## src/rtl/multicycle_controller.sv

```systemverilog
// Multi-cycle MIPS control FSM: sequences fetch/decode/execute/memory/writeback over a shared
// memory port, stretches memory states on mem_ready, counts retired instructions and halts on HALT_OP.
module multicycle_controller #(
    parameter int         CNT_W   = 32,
    parameter logic [5:0] HALT_OP = 6'b111111
) (
    input  logic             clk,
    input  logic             rst,
    input  logic [5:0]       opcode,
    input  logic [5:0]       func,
    input  logic             ALUZero,
    input  logic             mem_ready,
    output logic             PCWrite,
    output logic             PCWriteCond,
    output logic             IorD,
    output logic             MemRead,
    output logic             MemWrite,
    output logic             IRWrite,
    output logic             RegWrite,
    output logic [1:0]       RegDst,
    output logic [1:0]       MemToReg,
    output logic             ALUSrcA,
    output logic [1:0]       ALUSrcB,
    output logic [2:0]       ALUoperation,
    output logic [1:0]       PCSrc,
    output logic [CNT_W-1:0] inst_count,
    output logic             halted,
    output logic             illegal
);

    typedef enum logic [3:0] {
        S_FETCH, S_DECODE, S_MEM_ADR, S_MEM_RD, S_LW_WB, S_MEM_WR, S_R_EX, S_R_WB,
        S_I_EX, S_I_WB, S_BEQ, S_J, S_JAL, S_JR, S_HALT
    } state_t;

    typedef struct packed {
        logic       pc_write;
        logic       pc_write_cond;
        logic       iord;
        logic       mem_read;
        logic       mem_write;
        logic       ir_write;
        logic       reg_write;
        logic [1:0] reg_dst;
        logic [1:0] mem_to_reg;
        logic       alu_src_a;
        logic [1:0] alu_src_b;
        logic [2:0] alu_op;
        logic [1:0] pc_src;
        logic       halted;
    } ctrl_t;

    state_t           state_reg, state_next;
    ctrl_t            ctrl_reg;
    logic [CNT_W-1:0] count_reg;
    logic             illegal_reg, illegal_next;

    // The branch decision itself is made by the datapath's PC enable logic.
    logic unused_alu_zero;
    assign unused_alu_zero = ALUZero;

    function automatic ctrl_t ctrl_for(input state_t s, input logic [5:0] op, input logic [5:0] fn);
        ctrl_t c;
        c = '0;
        case (s)
            S_FETCH:   begin c.mem_read = 1'b1; c.alu_src_b = 2'b01; c.alu_op = 3'b010;
                             c.ir_write = 1'b1; c.pc_write = 1'b1; end
            S_DECODE:  begin c.alu_src_b = 2'b11; c.alu_op = 3'b010; end
            S_MEM_ADR: begin c.alu_src_a = 1'b1; c.alu_src_b = 2'b10; c.alu_op = 3'b010; end
            S_MEM_RD:  begin c.mem_read = 1'b1; c.iord = 1'b1; end
            S_LW_WB:   begin c.mem_to_reg = 2'b01; c.reg_write = 1'b1; end
            S_MEM_WR:  begin c.mem_write = 1'b1; c.iord = 1'b1; end
            S_R_EX: begin
                c.alu_src_a = 1'b1;
                case (fn)
                    6'b100010: c.alu_op = 3'b110;
                    6'b100100: c.alu_op = 3'b000;
                    6'b100101: c.alu_op = 3'b001;
                    6'b101010: c.alu_op = 3'b111;
                    default:   c.alu_op = 3'b010;
                endcase
            end
            S_R_WB:    begin c.reg_dst = 2'b01; c.reg_write = 1'b1; end
            S_I_EX:    begin c.alu_src_a = 1'b1; c.alu_src_b = 2'b10;
                             c.alu_op = (op == 6'b001010) ? 3'b111 : 3'b010; end
            S_I_WB:    c.reg_write = 1'b1;
            S_BEQ:     begin c.alu_src_a = 1'b1; c.alu_op = 3'b110; c.pc_src = 2'b01;
                             c.pc_write_cond = 1'b1; end
            S_J:       begin c.pc_src = 2'b10; c.pc_write = 1'b1; end
            S_JAL:     begin c.pc_src = 2'b10; c.pc_write = 1'b1; c.reg_dst = 2'b10;
                             c.mem_to_reg = 2'b10; c.reg_write = 1'b1; end
            S_JR:      begin c.pc_src = 2'b11; c.pc_write = 1'b1; end
            S_HALT:    c.halted = 1'b1;
            default:   c = '0;
        endcase
        return c;
    endfunction

    always_comb begin
        state_next   = state_reg;
        illegal_next = 1'b0;
        case (state_reg)
            S_FETCH:   if (mem_ready) state_next = S_DECODE;
            S_DECODE: begin
                if (opcode == HALT_OP) begin
                    state_next = S_HALT;
                end else begin
                    case (opcode)
                        6'b000000: begin
                            case (func)
                                6'b001000: state_next = S_JR;
                                6'b100000, 6'b100010, 6'b100100, 6'b100101, 6'b101010:
                                           state_next = S_R_EX;
                                default: begin
                                    state_next   = S_FETCH;
                                    illegal_next = 1'b1;
                                end
                            endcase
                        end
                        6'b100011, 6'b101011: state_next = S_MEM_ADR;
                        6'b001000, 6'b001010: state_next = S_I_EX;
                        6'b000100:            state_next = S_BEQ;
                        6'b000010:            state_next = S_J;
                        6'b000011:            state_next = S_JAL;
                        default: begin
                            state_next   = S_FETCH;
                            illegal_next = 1'b1;
                        end
                    endcase
                end
            end
            S_MEM_ADR: state_next = (opcode == 6'b101011) ? S_MEM_WR : S_MEM_RD;
            S_MEM_RD:  if (mem_ready) state_next = S_LW_WB;
            S_MEM_WR:  if (mem_ready) state_next = S_FETCH;
            S_R_EX:    state_next = S_R_WB;
            S_I_EX:    state_next = S_I_WB;
            S_HALT:    state_next = S_HALT;
            default:   state_next = S_FETCH;
        endcase
    end

    // Controls are registered from the next state so each state's outputs appear glitch-free.
    always_ff @(posedge clk) begin
        if (!rst) begin
            state_reg   <= S_FETCH;
            ctrl_reg    <= ctrl_for(S_FETCH, opcode, func);
            count_reg   <= '0;
            illegal_reg <= 1'b0;
        end else begin
            state_reg   <= state_next;
            ctrl_reg    <= ctrl_for(state_next, opcode, func);
            illegal_reg <= illegal_next;
            if (state_next == S_FETCH && state_reg != S_FETCH)
                count_reg <= count_reg + CNT_W'(1);
        end
    end

    // Everything is masked during reset; fetch and load-writeback strobes wait on mem_ready.
    assign PCWrite      = rst & ctrl_reg.pc_write & (mem_ready | (state_reg != S_FETCH));
    assign IRWrite      = rst & ctrl_reg.ir_write & mem_ready;
    assign RegWrite     = rst & ctrl_reg.reg_write & (mem_ready | (state_reg != S_LW_WB));
    assign PCWriteCond  = rst & ctrl_reg.pc_write_cond;
    assign IorD         = rst & ctrl_reg.iord;
    assign MemRead      = rst & ctrl_reg.mem_read;
    assign MemWrite     = rst & ctrl_reg.mem_write;
    assign RegDst       = {2{rst}} & ctrl_reg.reg_dst;
    assign MemToReg     = {2{rst}} & ctrl_reg.mem_to_reg;
    assign ALUSrcA      = rst & ctrl_reg.alu_src_a;
    assign ALUSrcB      = {2{rst}} & ctrl_reg.alu_src_b;
    assign ALUoperation = {3{rst}} & ctrl_reg.alu_op;
    assign PCSrc        = {2{rst}} & ctrl_reg.pc_src;
    assign halted       = rst & ctrl_reg.halted;
    assign illegal      = rst & illegal_reg;
    assign inst_count   = rst ? count_reg : '0;

endmodule

```

## config.mk

```make
export PLATFORM = sky130hd
export DESIGN_NAME = multicycle_controller
export DESIGN_NICKNAME = d
export VERILOG_FILES = /design/src/rtl/multicycle_controller.sv
export SDC_FILE = /design/constraint.sdc
export NUM_CORES = 1
export LEC_CHECK = 0
export ABC_AREA = 1
export BUFFER_PORTS_ARGS = -buffer_cell sky130_fd_sc_hd__buf_2
export CAP_MARGIN = 20
export CORE_MARGIN = 2
export CORE_UTILIZATION = 56
export CTS_CLUSTER_DIAMETER = 60
export DETAILED_ROUTE_END_ITERATION = 10
export GPL_ROUTABILITY_DRIVEN = 1
export PLACE_DENSITY = 0.81
export SYNTH_ARGS = -nofsm -noshare
export SYNTH_HDL_FRONTEND = slang
export SYNTH_SLANG_ARGS = --single-unit
```

## constraint.sdc

```tcl
create_clock -name clk -period 2.1 [get_ports clk]
set_clock_uncertainty 0.05 [all_clocks]
set_input_delay 0.315 -clock clk [delete_from_list [all_inputs] [get_ports clk]]
set_output_delay 0.315 -clock clk [all_outputs]
set_load 0.05 [all_outputs]
```

## Word-level counts from Yosys, hierarchy flattened

Cells that the tools add are included.

| cells by class | value |
|---|---|
| add/sub/neg operators | 1 |
| equality and inequality tests | 36 |
| multiplexer cells | 27 |
| bitwise operators | 22 |
| reduce and logical (&&, ||, !) cells | 19 |

Operators with widths:

| cell | count |
|---|---|
| 6-bit equality test, second input constant | 8 |
| 4-bit equality test, second input constant | 9 |
| 32-bit by 1-bit adder with 32-bit output, second input constant | 1 |
| 32-bit two-way mux | 1 |
| 4-bit case mux with 8 select lines | 1 |
| 4-bit by 3-bit equality test with 1-bit output, second input constant | 6 |
| 3-bit case mux with 4 select lines | 2 |
| 4-bit case mux with 6 select lines | 1 |
| 6-bit by 4-bit equality test with 1-bit output, second input constant | 3 |
| 4-bit by 2-bit equality test with 1-bit output, second input constant | 4 |
| 4-bit two-way mux | 4 |
| 1-bit AND | 13 |
| 6-bit by 2-bit equality test with 1-bit output, second input constant | 2 |
| 2-bit case mux with 3 select lines | 2 |
| 2-bit OR reduction | 6 |
| 4-bit OR reduction | 3 |
| 1-bit two-way mux | 10 |
| 2-bit AND | 4 |
| 4-bit by 1-bit equality test with 1-bit output, second input constant | 2 |
| 4-bit logical NOT | 2 |
| 2-bit case mux with 2 select lines | 2 |
| 4-bit case mux with 2 select lines | 1 |
| 7-bit OR reduction | 1 |
| 6-bit by 3-bit equality test with 1-bit output, second input constant | 1 |
| other kinds (12) | 16 |

| word-level totals | value |
|---|---|
| register bits | 57 |
| bits of input ports | 16 |
| output and inout bits | 53 |
| word-level logic and storage cells | 122 |

## Longest topological paths before layout

| depth | value |
|---|---|
| depth after elaboration | 9 |
| mapped depth | 15 |
| gate-level depth less buffers | 15 |

## Worst setup path after synthesis

Ideal clock, no wire load.

| timing | value |
|---|---|
| kind | in2out |
| from | input port rst |
| to | output port IRWrite |
| arrival time | 1559 ps |
| required time | 1735 ps |
| path slack | 176 ps |
| stages | 4 |
| path buffers | 2 |
| path through | clkbuf_1 > inv_2 > clkbuf_1 > nor2_1 |

| on the way | value |
|---|---|
| cells in the longest elaborated chain, start to end | 2 |

Ends and longest elaborated chain:

| what | RTL line | text |
|---|---|---|
| start, declared | 8 | `input logic rst,` |
| 1-bit AND (2 in series) | 160 | `assign IRWrite = rst & ctrl_reg.ir_write & mem_ready;` |
| end, declared | 18 | `output logic IRWrite,` |

No other way between the ends.

## Worst setup path in the final report

| timing | value |
|---|---|
| from | register state_reg[3] |
| to | register count_reg[25] |

| on the way | value |
|---|---|
| cells in the longest elaborated chain, start to end | 4 |
| elaborated cells between the ends (all ways) | 15 |
| those cells by class | eq/ne: 7; mux: 4; reduce/logical: 4 |

Ends and longest elaborated chain:

| what | RTL line | text |
|---|---|---|
| start, declared | 53 | `state_t state_reg, state_next;` |
| start signal, assigned | 150 | `state_reg <= state_next;` |
| 4-bit equality test, or another cell as far along | 102 | `case (state_reg)` |
| 4-bit case mux with 8 select lines | 102 |  |
| 4-bit logical NOT | 153 | `if (state_next == S_FETCH && state_reg != S_FETCH)` |
| 1-bit logical AND (*) | 153 |  |
| end signal, assigned | 154 | `count_reg <= count_reg + CNT_W'(1);` |
| end, declared | 55 | `logic [CNT_W-1:0] count_reg;` |

Mark *: on every way between the ends. The rest lies on a longest branch, timed or not.
A chain may end at the register's enable or synchronous reset.

==> metrics.txt <==
most common cell after layout, fill and taps aside nand2_1; multi-input combinational cell area 2150 um^2; final net count around 700; crit path kind flip-flop to flip-flop; CTS sink cnt 57; max reg flops 32; Final ANT Viol Nets 0; Post-synth top flop dfxtp_1; Ports a little under 70; worst slew pin tran 0.575 ns; Routed WL 9850 um; Final Non-Filler Cells 767; Peak VDD IR around 0.35 mV; Synth Instances 611; Seq cells post-synth 57; most frequent cells in the layout nand2_1, inv_1, buf_2, nor2_1, dfxtp_1; vias in the first global route about 3,600; Setup violations, final 0; Post-synth EDFFs 0; gr usage total 27.0%; Root Driver clkbuf_8; Final GP Congestion 0.994; first-pass GRT wire length 16,300 um; fin. max-slew vios 0; Clock transition at path regs 0.07 ns; setup ws final 0.117 ns; Worst Setup SP state_reg[3]; met2 routed WL 4180 um; WP buf/inv 2; cell chain of the critical path nor2_1, inv_2, nor3_2, nand2_1, nand3_1, nor2_1, nand2_2, nor2_4, buf_12, nand3_4, nand2_1, a21oi_1; share of cells above drive strength 1 a little under a fifth; setup TNS 0 ns; core area 6420 um^2; Hold Buf Count CTS 0; Synth area leader dfxtp_1; CP required 2.26 ns; max-cap violations 0; grt total ovfl 0; later-pin clock latency in the skew report 0.34 ns; part of the cycle the worst path needs a little over nine tenths; # rows 29; Port Buf Inserts 67; Crit path arrival time 2.14 ns; hold path startpoint mem_ready; Netlist cell types 30; initial antenna violation count 0; vias per inst 5.27; fmax 0.504 GHz; pin count of the biggest net entering global routing 45; drc violations 0; Hold/Removal Path Class input port to flip-flop; share of the synthesized area in the top cell type 30.3%; Mean Syn Cell Area 6.17 um^2; Power Density 605 nW/um^2; Period minus WS final between 1.5 and 2 ns; via count 4,040; Largest delay share family, worst path simple AND/OR/NAND/NOR gates; syn_nets 628; Inst Count DP 745; Worst setup EP type flip-flop; H-tree depth 3; FILL cells around 550; Seq/Total Area, Yosys between 30% and 40%; Register Area 1140 um^2; Initial DRC Count 274; deepest clock path buffer count 2; top layer reached by signal wires met4; Fin. Hold Viols 0; CTS tree built; reg-to-reg startpoint state_reg[3]; Worst Path Max Fanout 16; WL met1 4800 um; crit path launch type flip-flop; Max transition margin approximately 60%; Initial Util 58.7%; Synth Cell Area 3770 um^2; DRT Pass-1 Iters 5; placed wire-length estimate ~7000 um; dpl ws -0.0473 ns; status completed; routed wl met3 704 um; leakage power roughly 2.5 nW; n_diodes 0; yosys warns 0; asr flop ratio synth 0%; Syn-to-layout area delta 20.7%; Die Area 7400 um^2; synth top area cells dfxtp_1, nand2_1, inv_1; Die H roughly 86 um; Slowest cell on crit path dfxtp_2; die width 86.0 um; TritonCTS Buffers 9; max incr delay on CP 0.37 ns; mean routed wirelength per cell 12.8 um
## where the power goes
part	total, mW	internal [mW]	switching (mW)	leakage [nW]
logic	0.372	0.107	0.265	1.89
registers	1.11	1.10	0.00868	0.461
clock network	1.27	0.819	0.455	0.120
total	2.75	2.02	0.729	2.47
## cells in the mapped netlist (2+ instances only)
master    count
nand2_1     170
inv_1        97
nor2_1       68
dfxtp_1      57
nand4_1      38
a21oi_1      35
nand3_1      31
nor3_1       19
xor2_1       18
clkbuf_1     13
xnor2_1      12
buf_4         9
inv_2         7
nor2_2        5
nand2_2       4
a31oi_1       3
nand3_2       3
o21ai_0       3
and3_1        2
buf_2         2
nand3b_1      2
nor2_4        2
nor3_2        2
nor3b_1       2
o211ai_1      2
## per-layer routing
layer,vias to the layer above,global-route usage (%)
li1,2068,-
met1,1799,38.8
met2,152,40.2
met3,21,6.06
met4,0,8.51
met5,-,0
## path summary, 6_finish.rpt
kind / end / depth (start not counted) / slack [ns]
setup / recovery: count_reg[25] / 12 / 0.12
hold / removal: ctrl_reg[6] / 3 / 0.27
setup reg to reg: count_reg[25] / 12 / 0.12
hold reg to reg: count_reg[31] / 2 / 0.46
## final cells by class
type	instances	share of cell area, %
clock inverter	5	2.26
timing repair buffer	85	11.5
tap	77	2.12
sequential	57	25.1
inverter	104	8.59
multi-input combinational	428	47.3
clock buffer	11	3.11
## kinds of logic (layout without fill, tap and decap cells)
family / after synthesis / in the layout / synth area share [%]
flip-flops: 57 / 57 / 30.3
adder cells (fa/ha/maj): 1 / 1 / 0.332
buffers and inverters: 128 / 205 / 13.7
XOR/XNOR: 30 / 30 / 6.97
AND/OR/NAND/NOR: 351 / 353 / 42.5
AO/OA/AOI/OAI: 44 / 44 / 6.18
## timing repair
| action | CTS | global route |
|---|---|---|
| gates resized for setup | 0 | 7 |
| setup endpoints to repair | 0 | 35 |
| setup buffers | 0 | 4 |
## per-stage QoR
step	utilization (%)	total power, mW	cell area [um^2]	hold slack (ns)
floorplan	-	1.37	3770	0.415
global placement	65.6	1.45	4220	0.429
detailed placement	65.6	1.46	4220	0.446
CTS	69.4	2.71	4460	0.263
global route	70.8	2.84	4550	0.276
finish	70.8	2.75	4550	0.274
## worst min-delay path: stages
cell and delay (ns):
buf_2 0.13, nand2_1 0.10, nand3_1 0.09
Power figures use the tool's default switching activity.
